## src/rtl/wb_arbiter_decoder_pkg.sv

```systemverilog
// Shared types and constants for the two-master / four-slave Wishbone interconnect.
package wb_arbiter_decoder_pkg;

    typedef enum logic [1:0] {
        ARB_IDLE = 2'd0,
        ARB_BUSY = 2'd1,
        ARB_ERR  = 2'd2
    } arb_state_e;

    typedef enum logic {
        OWN_M0 = 1'b0,
        OWN_M1 = 1'b1
    } owner_e;

    localparam logic        RST_ENABLE    = 1'b1;
    localparam logic [31:0] ZERO_WORD     = 32'h0000_0000;
    localparam logic        WRITE_DISABLE = 1'b0;

    localparam logic [3:0] DEF_S0_TAG = 4'h0;
    localparam logic [3:0] DEF_S1_TAG = 4'h1;
    localparam logic [3:0] DEF_S2_TAG = 4'h2;
    localparam logic [3:0] DEF_S3_TAG = 4'h3;

    typedef struct packed {
        logic [31:0] addr;
        logic [31:0] data;
        logic        we;
        logic [3:0]  sel;
        logic        stb;
        logic        cyc;
    } wb_req_t;

    function automatic logic [1:0] owner_grant(input owner_e owner);
        return (owner == OWN_M1) ? 2'b10 : 2'b01;
    endfunction

endpackage

```

## src/rtl/wb_addr_decode.sv

```systemverilog
// Maps the top address nibble onto a slave index; lowest index wins if tags collide.
module wb_addr_decode
    import wb_arbiter_decoder_pkg::*;
#(
    parameter logic [3:0] S0_TAG = DEF_S0_TAG,
    parameter logic [3:0] S1_TAG = DEF_S1_TAG,
    parameter logic [3:0] S2_TAG = DEF_S2_TAG,
    parameter logic [3:0] S3_TAG = DEF_S3_TAG
) (
    input  logic [3:0] tag_i,
    output logic [1:0] idx_o,
    output logic       hit_o
);

    // NOTE: every output gets a default before the priority chain so no latch is inferred.
    always_comb begin
        idx_o = 2'd0;
        hit_o = 1'b0;
        if (tag_i == S0_TAG) begin
            idx_o = 2'd0;
            hit_o = 1'b1;
        end else if (tag_i == S1_TAG) begin
            idx_o = 2'd1;
            hit_o = 1'b1;
        end else if (tag_i == S2_TAG) begin
            idx_o = 2'd2;
            hit_o = 1'b1;
        end else if (tag_i == S3_TAG) begin
            idx_o = 2'd3;
            hit_o = 1'b1;
        end
    end

endmodule

```

## src/rtl/wb_arbiter_decoder.sv

```systemverilog
// Round-robin arbiter, address decoder and response router between the data and
// instruction Wishbone masters and four slaves, with unmapped/timeout error responses.
module wb_arbiter_decoder
    import wb_arbiter_decoder_pkg::*;
#(
    parameter logic [3:0]  S0_TAG  = DEF_S0_TAG,
    parameter logic [3:0]  S1_TAG  = DEF_S1_TAG,
    parameter logic [3:0]  S2_TAG  = DEF_S2_TAG,
    parameter logic [3:0]  S3_TAG  = DEF_S3_TAG,
    parameter int unsigned TIMEOUT = 255
) (
    input  logic         clk,
    input  logic         rst,
    input  logic [31:0]  m0_addr_i,
    input  logic [31:0]  m0_data_i,
    input  logic         m0_we_i,
    input  logic [3:0]   m0_sel_i,
    input  logic         m0_stb_i,
    input  logic         m0_cyc_i,
    output logic [31:0]  m0_data_o,
    output logic         m0_ack_o,
    input  logic [31:0]  m1_addr_i,
    input  logic [31:0]  m1_data_i,
    input  logic         m1_we_i,
    input  logic [3:0]   m1_sel_i,
    input  logic         m1_stb_i,
    input  logic         m1_cyc_i,
    output logic [31:0]  m1_data_o,
    output logic         m1_ack_o,
    output logic [31:0]  s_addr_o,
    output logic [31:0]  s_data_o,
    output logic         s_we_o,
    output logic [3:0]   s_sel_o,
    output logic [3:0]   s_stb_o,
    output logic [3:0]   s_cyc_o,
    input  logic [127:0] s_data_i,
    input  logic [3:0]   s_ack_i,
    output logic [1:0]   grant_o,
    output logic         bus_err_o
);

    localparam logic [7:0] TIMEOUT_LAST = 8'(TIMEOUT - 1);

    arb_state_e  state_q, state_d;
    owner_e      last_q, last_d;
    owner_e      win_owner;
    logic [1:0]  grant_q, grant_d;
    logic [1:0]  idx_q, idx_d;
    logic [7:0]  cnt_q, cnt_d;
    logic        bus_err_q, bus_err_d;

    wb_req_t     m0_req, m1_req, win_req, own_req;
    logic        req0, req1;
    logic [1:0]  dec_idx;
    logic        dec_hit;
    logic        slave_ack, timeout_hit, forced_term;
    logic [31:0] slave_rdata;
    logic        own_ack;
    logic [31:0] own_rdata;

    assign m0_req = '{addr: m0_addr_i, data: m0_data_i, we: m0_we_i,
                      sel: m0_sel_i, stb: m0_stb_i, cyc: m0_cyc_i};
    assign m1_req = '{addr: m1_addr_i, data: m1_data_i, we: m1_we_i,
                      sel: m1_sel_i, stb: m1_stb_i, cyc: m1_cyc_i};

    assign req0 = m0_req.cyc & m0_req.stb;
    assign req1 = m1_req.cyc & m1_req.stb;

    // On contention the master that did not own the bus last goes first.
    always_comb begin
        win_owner = OWN_M0;
        if (req0 && req1) begin
            win_owner = (last_q == OWN_M1) ? OWN_M0 : OWN_M1;
        end else if (req1) begin
            win_owner = OWN_M1;
        end
    end

    assign win_req = (win_owner == OWN_M1) ? m1_req : m0_req;
    assign own_req = (last_q == OWN_M1) ? m1_req : m0_req;

    wb_addr_decode #(
        .S0_TAG (S0_TAG),
        .S1_TAG (S1_TAG),
        .S2_TAG (S2_TAG),
        .S3_TAG (S3_TAG)
    ) u_addr_decode (
        .tag_i (win_req.addr[31:28]),
        .idx_o (dec_idx),
        .hit_o (dec_hit)
    );

    assign slave_ack   = s_ack_i[idx_q];
    assign slave_rdata = s_data_i[{idx_q, 5'b0} +: 32];
    assign timeout_hit = (cnt_q == TIMEOUT_LAST);
    // A flush (cyc dropped) outranks a timeout; an ack outranks both.
    assign forced_term = timeout_hit & own_req.cyc & ~slave_ack;

    always_comb begin
        state_d   = state_q;
        last_d    = last_q;
        grant_d   = grant_q;
        idx_d     = idx_q;
        cnt_d     = cnt_q;
        bus_err_d = 1'b0;
        case (state_q)
            ARB_IDLE: begin
                if (req0 || req1) begin
                    last_d  = win_owner;
                    grant_d = owner_grant(win_owner);
                    idx_d   = dec_idx;
                    cnt_d   = 8'd0;
                    state_d = dec_hit ? ARB_BUSY : ARB_ERR;
                end
            end
            ARB_BUSY: begin
                if (slave_ack || !own_req.cyc) begin
                    state_d = ARB_IDLE;
                    grant_d = 2'b00;
                end else if (forced_term) begin
                    state_d   = ARB_IDLE;
                    grant_d   = 2'b00;
                    bus_err_d = 1'b1;
                end else begin
                    cnt_d = cnt_q + 8'd1;
                end
            end
            ARB_ERR: begin
                state_d   = ARB_IDLE;
                grant_d   = 2'b00;
                bus_err_d = 1'b1;
            end
            default: begin
                state_d = ARB_IDLE;
                grant_d = 2'b00;
            end
        endcase
    end

    // NOTE: state flops use non-blocking assignments; reset here is synchronous.
    always_ff @(posedge clk) begin
        if (rst == RST_ENABLE) begin
            state_q   <= ARB_IDLE;
            last_q    <= OWN_M1;
            grant_q   <= 2'b00;
            idx_q     <= 2'd0;
            cnt_q     <= 8'd0;
            bus_err_q <= 1'b0;
        end else begin
            state_q   <= state_d;
            last_q    <= last_d;
            grant_q   <= grant_d;
            idx_q     <= idx_d;
            cnt_q     <= cnt_d;
            bus_err_q <= bus_err_d;
        end
    end

    // Bus outputs are gated by rst as well as state so a reset drops strobes at once.
    always_comb begin
        s_addr_o  = ZERO_WORD;
        s_data_o  = ZERO_WORD;
        s_we_o    = WRITE_DISABLE;
        s_sel_o   = 4'b0000;
        s_stb_o   = 4'b0000;
        s_cyc_o   = 4'b0000;
        own_ack   = 1'b0;
        own_rdata = ZERO_WORD;
        if (rst != RST_ENABLE) begin
            case (state_q)
                ARB_BUSY: begin
                    s_addr_o = own_req.addr;
                    s_data_o = own_req.data;
                    s_we_o   = own_req.we;
                    s_sel_o  = own_req.sel;
                    if (forced_term) begin
                        own_ack = 1'b1;
                    end else begin
                        s_stb_o[idx_q] = own_req.stb & own_req.cyc;
                        s_cyc_o[idx_q] = own_req.cyc;
                        own_ack        = slave_ack;
                        own_rdata      = slave_rdata;
                    end
                end
                ARB_ERR: begin
                    own_ack = own_req.cyc;
                end
                default: begin
                end
            endcase
        end
    end

    assign m0_ack_o  = (last_q == OWN_M0) & own_ack;
    assign m1_ack_o  = (last_q == OWN_M1) & own_ack;
    assign m0_data_o = (last_q == OWN_M0) ? own_rdata : ZERO_WORD;
    assign m1_data_o = (last_q == OWN_M1) ? own_rdata : ZERO_WORD;

    assign grant_o   = grant_q;
    assign bus_err_o = bus_err_q;

endmodule

```

## config.mk

```make
export PLATFORM = sky130hd
export DESIGN_NAME = wb_arbiter_decoder
export DESIGN_NICKNAME = d
export VERILOG_FILES = /design/src/rtl/wb_arbiter_decoder_pkg.sv /design/src/rtl/wb_addr_decode.sv /design/src/rtl/wb_arbiter_decoder.sv
export SDC_FILE = /design/constraint.sdc
export NUM_CORES = 1
export LEC_CHECK = 0
export ABC_AREA = 1
export BUFFER_PORTS_ARGS = -buffer_cell sky130_fd_sc_hd__buf_2
export CAP_MARGIN = 20
export CORE_AREA = 2 2 164 166
export CTS_CLUSTER_DIAMETER = 60
export DETAILED_ROUTE_END_ITERATION = 16
export DIE_AREA = 0 0 166 168
export GPL_TIMING_DRIVEN = 0
export HOLD_SLACK_MARGIN = 0.03
export PLACE_DENSITY_LB_ADDON = 0.05
export REMOVE_ABC_BUFFERS = 1
export SYNTH_ARGS = -nofsm -noshare
export SYNTH_HDL_FRONTEND = slang
export SYNTH_HIERARCHICAL = 1
export SYNTH_SLANG_ARGS = --single-unit
```

## constraint.sdc

```tcl
create_clock -name clk -period 2.9 [get_ports clk]
set_input_delay 0.29 -clock clk [delete_from_list [all_inputs] [get_ports clk]]
set_output_delay 0.29 -clock clk [all_outputs]
set_load 0.02 [all_outputs]
```

==> impl_metrics.json, run 1 <==
{
  "yosysTopAreaCell": "nor2_1",
  "ant_nets": 0,
  "fin_nets": 1346,
  "slew_viol_final": 0,
  "r2r-start": "state_q[1]",
  "fillerInstances": 3176,
  "vias": 5938,
  "dr.first_iter.drc_count": 236,
  "fmax_mhz": 381,
  "slew_headroom_pct": 54.9,
  "synth-main-ff-cell": "dfxtp_1",
  "dieArea_sq_mm": 0.0279,
  "clock_latency_ns": 0.25,
  "path_clk_slew_ns": 0.05,
  "syn_area_per_cell_sq_um": 5.00,
  "fin_crit_sh_pct": 90.4,
  "seq_area_sq_um": 327,
  "leakage_nw": 3.37,
  "place_area_sq_mm": 0.00583,
  "mostFrequentLayoutCells": "buf_2 (421), nor2_1 (209), nand2_1 (152), o21ai_0 (77), inv_1 (32)",
  "regToRegEndpoint": "cnt_q[7]",
  "power_w": 0.00141,
  "grt_pass1_vias": 5868,
  "cts_root_buf": "clkbuf_16",
  "p_per_area_mw_per_mm2": 236,
  "rr_worst_depth": 6,
  "grt_pass1_wl_um": 37800,
  "min_period_ns": 2.62,
  "synth.distinct_cells": 33,
  "finalSetupViolations": 0,
  "dp_slack_ns": -0.105,
  "tightest_slew_ns": 0.676,
  "ys_ff_latch": 16,
  "syn_to_final_growth_pct": 75.9,
  "first_pass_iters": 4,
  "layout-drive-gt1-share_pct": 44.7,
  "async_reset_ff_share_pct": 0,
  "syn_inst": 680,
  "wirelength_um": 26000,
  "status": "complete, no violations",
  "cts_hold_buf": 0,
  "start_util_pct": 12.9,
  "cp_data_required_time_ns": 2.61,
  "tritoncts": "built",
  "maxCapViolations": 0,
  "min_path_type": "primary input to flop",
  "fp-row-count": 60,
  "yosysSeqAreaShare_pct": 9.41,
  "timing.final.ws_setup_ns": 0.277,
  "groute.usage.overall_pct": 17.7,
  "dpl.hpwl_um": 20400,
  "crit_fanout": 49,
  "core_sq_mm": 0.0264,
  "hold_start": "rst",
  "numCtsBuffers": 3,
  "synth_warnings": 6,
  "viasPerCell": 4.21,
  "pin_count": 422,
  "clkSinkCount": 16,
  "hold_viol_final": 0,
  "grt_start_max_net_pins": 81,
  "crit_path_end": "m1_data_o[18]",
  "multi_input_area_sq_mm": 0.00270,
  "syn_area_sq_mm": 0.00340,
  "r2r_setup_slack_ns": 0.96,
  "wl_per_cell_um": 18.4,
  "critPathCaptureType": "primary output",
  "antenna_found_initial": 3,
  "final_area_sq_mm": 0.00599,
  "fin_hold_ws_ns": 0.398,
  "grt_setup_unrepaired": "false",
  "die_w_um": 166,
  "clockBufferDepth": 2,
  "synth_area_leaders": "nor2_1 (23%), nand2_1 (17%), o21ai_0 (11%)",
  "globalplace.congestion": 0.853,
  "startpoint": "last_q",
  "clock_skew_ns": 0.00161,
  "htree_levels": 1,
  "synth_edf_count": 0,
  "path_class": "flop to primary output",
  "synth_top_area_share_pct": 23.2,
  "io_buffers": 421,
  "max-vdd-ir-drop_mv": 0.200,
  "die_y_um": 168,
  "drc": 0,
  "layout.cells.most_common": "buf_2",
  "arrival_ns": 2.33,
  "startpoint_type": "flop",
  "grt.overflow.total": 0
}
kinds of logic (layout without fill, tap and decap cells):
| family | after synthesis | after routing | share of synthesized area [%] |
|---|---|---|---|
| and+or+nand+nor | 440 | 442 | 54.8 |
| xor gates and xnor gates | 1 | 1 | 0.257 |
| DFF | 16 | 16 | 9.41 |
| other | 0 | 4 | 0 |
| AOI/OAI and AO/OA | 128 | 128 | 21.1 |
| muxes | 1 | 1 | 0.294 |
| adders and majority gates | 5 | 5 | 1.84 |
| buffers and inverters | 89 | 471 | 12.3 |
critical path, cell delays in order, from the launching register on:
cell and delay, ns:
dfxtp_4 0.55, inv_16 0.13, nand2_1 0.09, nand2_1 0.12, inv_2 0.19, nor2_2 0.08, nand2_2 0.09, nand2_4 0.11
clkinv_8 0.17, nand2_1 0.10, nor2_1 0.19, buf_2 0.20
timing repair:
action / CTS / global route
pin swaps: 2 / 0
cloned: 2 / 0
gates resized for setup: 5 / 5
buffers inserted: 2 / 0
hold endpoints to repair: 0 / 0
setup endpoints to repair: 64 / 29
per-stage QoR:
stage | util [%] | instances | setup TNS, ns
floorplan | - | 629 | -172.73
global placement | 21.5 | 1391 | -726.90
detailed placement | 22.1 | 1397 | -0.518
CTS | 22.6 | 1405 | 0
global route | 22.7 | 1408 | 0
finish | 22.7 | 1409 | 0
worst min path at each step:
stage	endpoint	slack (ns)	cells past startpoint
6_report	grant_o[1]	0.40	2
5_1_grt	state_q[1]	0.42	2
4_1_cts	grant_o[1]	0.40	2
3_5_place_dp	grant_o[1]	0.45	2
3_3_place_gp	grant_o[1]	0.45	2
2_1_floorplan	cnt_q[3]	0.36	1
area by class of cell:
cell class	instances	share of cell area, %
Antenna cell	4	0.167
Clock buffer	4	1.32
Inverter	38	2.97
Multi-Input combinational cell	577	45.0
Sequential cell	16	5.45
Tap cell	341	7.13
Timing Repair Buffer	429	38.0
routing by layer:
metal | vias up | part of all wire, % | track usage [%]
met3 | 18 | 7.2 | 3.86
met4 | 0 | 1.4 | 3.25
met5 | - | 0 | 0
met1 | 2650 | 39 | 20.0
li1 | 2979 | - | -
met2 | 291 | 52 | 34.0
power by group:
part,total (W),internal [W],switching (W)
sequential,0.000280,0.000239,0.0000408
clock,0.000282,0.000187,0.0000949
combinational,0.000853,0.000327,0.000526
registers in the layout, summed over array words and instances, names as in the netlist:
name	flops
cnt_q	8
grant_o	2
idx_q	2
state_q	2
bus_err_o	1
last_q	1
cell usage after synthesis, types with 2 or more instances:
cell	count
buf_6	3
inv_1	33
nand3b_1	2
o21ai_0	77
nand3_1	16
nor2_2	2
nand2_2	22
nand3_2	3
nand4_1	20
nor2_1	210
clkbuf_1	30
inv_4	2
nand2_1	152
nor4_1	4
buf_4	2
inv_2	3
buf_2	13
buf_12	2
nor3_1	4
dfxtp_1	16
a21oi_1	17
a22oi_1	30
o21ai_1	3
ha_1	5
No activity file was read; power rests on OpenSTA's default activity.
==> run 2: changes to the inputs <==
- CORE_AREA: 2 2 164 166 -> 2 2 165 167
- DIE_AREA: 0 0 166 168 -> 0 0 167 169
==> run 2 against run 1 <==
Effect of this change: die area up 1.2%; combinational power barely moved; sequential power down 4%; global-route usage is 0.69 points lower; clock power up 8.9%; largest cell class unchanged; register-to-register slack got worse by 0.04 ns; clock-buffer cell count is the same; critical endpoint is now s_addr_o[25]; critical path type unchanged; critical path depth decreased by 2.
==> impl_metrics.json, run 2 (synthesis gave the netlist of run 1 again) <==
{
  "status": "complete, no violations",
  "io_buffers": 421,
  "pin_count": 422,
  "top_register": "cnt_q",
  "grt.overflow.total": 0,
  "path_class": "flop to primary output",
  "p_per_area_mw_per_mm2": 238,
  "critical_path.max_stage_delay_ns": 0.33,
  "max-vdd-ir-drop_mv": 0.230,
  "clkSinkCount": 16,
  "layout.cells.most_common": "buf_2",
  "clock_latency_ns": 0.25,
  "fin_crit_sh_pct": 89.6,
  "wl_met3_um": 1840,
  "grt_pass1_wl_um": 36600,
  "arrival_ns": 2.31,
  "globalplace.congestion": 0.850,
  "min_path_type": "primary input to flop",
  "hold_viol_final": 0,
  "grt_setup_unrepaired": "false",
  "maxUsedRoutingLayer": "met5",
  "cts_root_buf": "clkbuf_16",
  "drc": 0,
  "grt_pass1_vias": 5826,
  "fin_util_pct": 22.8,
  "fin_tns_setup_ns": 0,
  "fin_hold_ws_ns": 0.422,
  "timing.critical_path.slowest_stage_cell": "dfxtp_1",
  "viasPerCell": 4.11,
  "wl_per_cell_um": 17.9,
  "min_period_ns": 2.60,
  "htree_levels": 1,
  "groute.usage.overall_pct": 17.0,
  "wirelength_met1_um": 9820,
  "critPathCaptureType": "primary output",
  "power_w": 0.00143,
  "slew_viol_final": 0,
  "grt_start_max_net_pins": 83,
  "numCtsBuffers": 3,
  "dp_slack_ns": -0.186,
  "largest_reg_flops": 8,
  "timing.final.ws_setup_ns": 0.302,
  "fin_nets": 1349,
  "dr_wl_met2_um": 13400,
  "die_w_um": 167,
  "crit_fanout": 41,
  "clockBufferDepth": 2,
  "critPathMostFrequentCell": "inv_1",
  "path_clk_slew_ns": 0.05,
  "syn_to_final_growth_pct": 77.2,
  "die_y_um": 169,
  "fmax_mhz": 385,
  "ant_nets": 0,
  "first_pass_iters": 5,
  "cp_cell_sequence": "inv_1 > ha_2 > inv_1 > nor2_4 > buf_4 > buf_12 > o21ai_0 > nor2_1 > buf_2",
  "antenna_found_initial": 12,
  "fp-row-count": 60,
  "dpl.hpwl_um": 20000,
  "layout-drive-gt1-share_pct": 45.0,
  "leakage_nw": 3.39,
  "finalSetupViolations": 0,
  "tightest_slew_ns": 0.565,
  "dieArea_sq_mm": 0.0282,
  "cp_data_required_time_ns": 2.61,
  "vias": 5821,
  "wirelength_um": 25400,
  "maxCapViolations": 0,
  "startpoint_type": "flop",
  "start_util_pct": 12.8,
  "core_sq_mm": 0.0265,
  "mostFrequentLayoutCells": "buf_2 (421), nor2_1 (209), nand2_1 (152), o21ai_0 (77), inv_1 (33)",
  "slew_headroom_pct": 62.2,
  "tritoncts": "built",
  "clock_skew_ns": 0.00140,
  "dr.first_iter.drc_count": 192
}
==> run 2: where the power goes <==
part | leakage, nW | total [W] | switching, W | internal [W]
Sequential | 0.132 | 0.000270 | 0.0000311 | 0.000239
Combinational | 3.22 | 0.000856 | 0.000522 | 0.000334
Clock | 0.0442 | 0.000307 | 0.0000970 | 0.000210
==> run 2: stage by stage <==
| stage | instance area (sq um) | std cells |
|---|---|---|
| floorplan | 3130 | 629 |
| global placement | 5670 | 1391 |
| detailed placement | 5840 | 1397 |
| CTS | 5970 | 1405 |
| global route | 6030 | 1417 |
| finish | 6030 | 1418 |
==> run 2: timing repair <==
item                                    CTS  global route
endpoints found under the setup margin   65            54
hold buffers                              0             0
pin swaps                                 2             0
setup buffers                             2             3
cloned                                    2             0
gates resized for setup                   3             4
==> run 2: worst max-delay path: cells and delay by family (launching register included) <==
kind                       cells  cell delay (ns)
adders and majority gates      1             0.28
buffers and inverters          5             0.95
DFF                            1             0.33
AOI/OAI and AO/OA              1             0.16
and+or+nand+nor                2             0.31
==> run 2: area by class of cell <==
cell class	instances	area (sq um)
Tap cell	341	427
Timing Repair Buffer	432	2300
Fill cell	3176	20500
Antenna cell	10	25.0
Sequential cell	16	327
Clock buffer	4	88.8
Multi-Input combinational cell	577	2700
Inverter	38	158
==> run 2: per-layer routing <==
layer	GRT usage [%]	up-vias
li1	-	2989
met1	18.5	2534
met2	33.2	272
met3	3.86	22
met4	3.90	4
met5	0	-
==> run 2: worst paths after layout <==
kind | slack, ns | cells after the start | startpoint | to
setup reg to reg | 0.92 | 9 | last_q | cnt_q[7]
hold / removal | 0.42 | 2 | rst | grant_o[0]
setup / recovery | 0.30 | 9 | state_q[1] | s_addr_o[25]
hold reg to reg | 0.46 | 2 | grant_o[0] | grant_o[0]
==> run 3: changes to the inputs <==
- PLACE_DENSITY: not set -> 0.41
- PLACE_DENSITY_LB_ADDON: 0.05 -> not set
==> run 3 against run 2 <==
Effect of this change: first-iteration DRC count increased by 31%; via count decreased by 0.26%; cell count shrank 0.21%; sequential cell count unchanged; largest power group unchanged; sequential share of layout area is essentially flat; die area stayed put; total power down 1.4%; global-route usage fell by 2.3 points; core utilization increased by 0.057 points; worst hold slack worse by 0.0017 ns; non-clock buffer count rose by 2.
==> impl_metrics.json, run 3 (synthesis gave the netlist of run 1 again) <==
{
  "status": "complete, no violations",
  "clkSinkCount": 16,
  "start_util_pct": 12.8,
  "critPathMostFrequentCell": "nand2_1",
  "fmax_mhz": 370,
  "grt_pass1_wl_um": 32500,
  "numCtsBuffers": 3,
  "critical_path.max_stage_delay_ns": 0.37,
  "top_register": "cnt_q",
  "dr.first_iter.drc_count": 252,
  "clockBufferDepth": 2,
  "vias": 5806,
  "htree_levels": 1,
  "p_sw_w": 0.000644,
  "path_clk_slew_ns": 0.05,
  "clock_skew_ns": 0.00256,
  "dp.cells": 1396,
  "grt_pass1_vias": 5463,
  "dpl.hpwl_um": 17500,
  "hold_viol_final": 0,
  "globalplace.congestion": 0.833,
  "swShare_pct": 45.6,
  "cts_root_buf": "clkbuf_16",
  "tightest_slew_ns": 0.858,
  "pin_count": 422,
  "layout-drive-gt1-share_pct": 44.8,
  "syn_to_final_growth_pct": 77.6,
  "drc": 0,
  "ant_nets": 0,
  "maxCapViolations": 0,
  "slew_headroom_pct": 42.7,
  "stdcell_count": 1415,
  "timing.critical_path.slowest_stage_cell": "dfxtp_4",
  "crit_fanout": 36,
  "grt_setup_unrepaired": "false",
  "die_y_um": 169,
  "layout.cells.most_common": "buf_2",
  "leakage_nw": 3.41,
  "cp_cell_sequence": "buf_16 > inv_4 > nand2_1 > nand2_1 > inv_2 > nor2_2 > nand2_2 > nand2_4 > inv_12 > nand2_1 > nor2_1 > buf_2",
  "path_class": "flop to primary output",
  "dp_slack_ns": -0.204,
  "die_w_um": 167,
  "seqPwrFrac_pct": 18.8,
  "dieArea_sq_mm": 0.0282,
  "p_per_area_mw_per_mm2": 234,
  "mostFrequentLayoutCells": "buf_2 (421), nor2_1 (209), nand2_1 (152), o21ai_0 (77), inv_1 (33)",
  "core_sq_mm": 0.0265,
  "antenna_found_initial": 7,
  "groute.usage.overall_pct": 14.7,
  "timing.final.ws_setup_ns": 0.200,
  "place_area_sq_mm": 0.00582,
  "first_pass_iters": 4,
  "grt_start_max_net_pins": 67,
  "wirelength_um": 22600,
  "critPathCaptureType": "primary output",
  "startpoint_type": "flop",
  "tritoncts": "built",
  "p_clk_share_pct": 19.6,
  "fillerInstances": 3150,
  "internal-power_w": 0.000768,
  "clock_latency_ns": 0.25,
  "viasPerCell": 4.10,
  "final_area_sq_mm": 0.00604,
  "fin_nets": 1351,
  "io_buffers": 421,
  "grt.overflow.total": 0,
  "fin_crit_sh_pct": 93.1,
  "finalSetupViolations": 0,
  "slew_viol_final": 0,
  "min_period_ns": 2.70,
  "cts_hold_buf": 0,
  "wl_per_cell_um": 15.9,
  "cp_data_required_time_ns": 2.61,
  "largest_reg_flops": 8,
  "min_path_type": "primary input to flop",
  "max-vdd-ir-drop_mv": 0.129,
  "arrival_ns": 2.41,
  "fp-row-count": 60,
  "p_comb_share_pct": 61.6
}
## run 3: cell types whose count changed in the layout (fill, tap and decap cells not counted), sizes merged
cell / change
diode: -5
buf: +1
bufbuf: +1
## run 3: critical path, delay by kind of cell (launching register included)
family                 cells  cell delay (ns)
buffers and inverters      5             0.89
and+or+nand+nor            7             0.84
DFF                        1             0.37
## run 3: power groups by stage
| stage | registers (W) | clock network (W) | logic [W] |
|---|---|---|---|
| CTS | 0.000273 | 0.000285 | 0.000863 |
| global placement | 0.000312 | 0 | 0.000751 |
| finish | 0.000266 | 0.000276 | 0.000870 |
| floorplan | 0.000289 | 0 | 0.000401 |
| detailed placement | 0.000284 | 0 | 0.000807 |
| global route | 0.000270 | 0.000288 | 0.000970 |
## run 3: per-layer routing
metal / up-vias / wire length, um / track usage (%)
met5: - / 13 / 0
met4: 2 / 360 / 3.94
met3: 16 / 2160 / 2.99
met2: 293 / 10900 / 25.9
met1: 2505 / 9120 / 18.1
li1: 2990 / - / -
## run 3: repair_timing
item	in CTS	in global routing
gates cloned	2	1
endpoints found under the setup margin	65	65
gates resized for setup	3	2
pin swaps	1	2
setup buffers	5	2
## run 3: area by class of cell
cell class / count / area (sq um) / share of cell area [%]
inverters: 38 / 160 / 2.65
well taps: 341 / 427 / 7.06
flip-flops and latches: 16 / 325 / 5.38
clock buffers: 4 / 78.8 / 1.30
multi-input cells: 577 / 2700 / 44.6
diodes: 5 / 12.5 / 0.207
repair buffers: 434 / 2350 / 38.8
## run 3: path summary, 6_finish.rpt
kind	start	end	slack, ns	cells past startpoint
max	last_q	m1_data_o[18]	0.20	12
min	rst	grant_o[0]	0.42	2
max reg2reg	last_q	cnt_q[4]	0.82	10
min reg2reg	grant_o[0]	grant_o[0]	0.46	2
## run 3: stage by stage
step	total power (W)	TNS, ns	hold WS, ns	utilization [%]
2_1_floorplan	0.000690	-172.73	0.359	-
3_3_place_gp	0.00106	-599.84	0.454	21.4
3_5_place_dp	0.00109	-7.46	0.455	21.9
4_1_cts	0.00142	0	0.414	22.7
5_1_grt	0.00153	0	0.437	22.8
6_report	0.00141	0	0.421	22.8
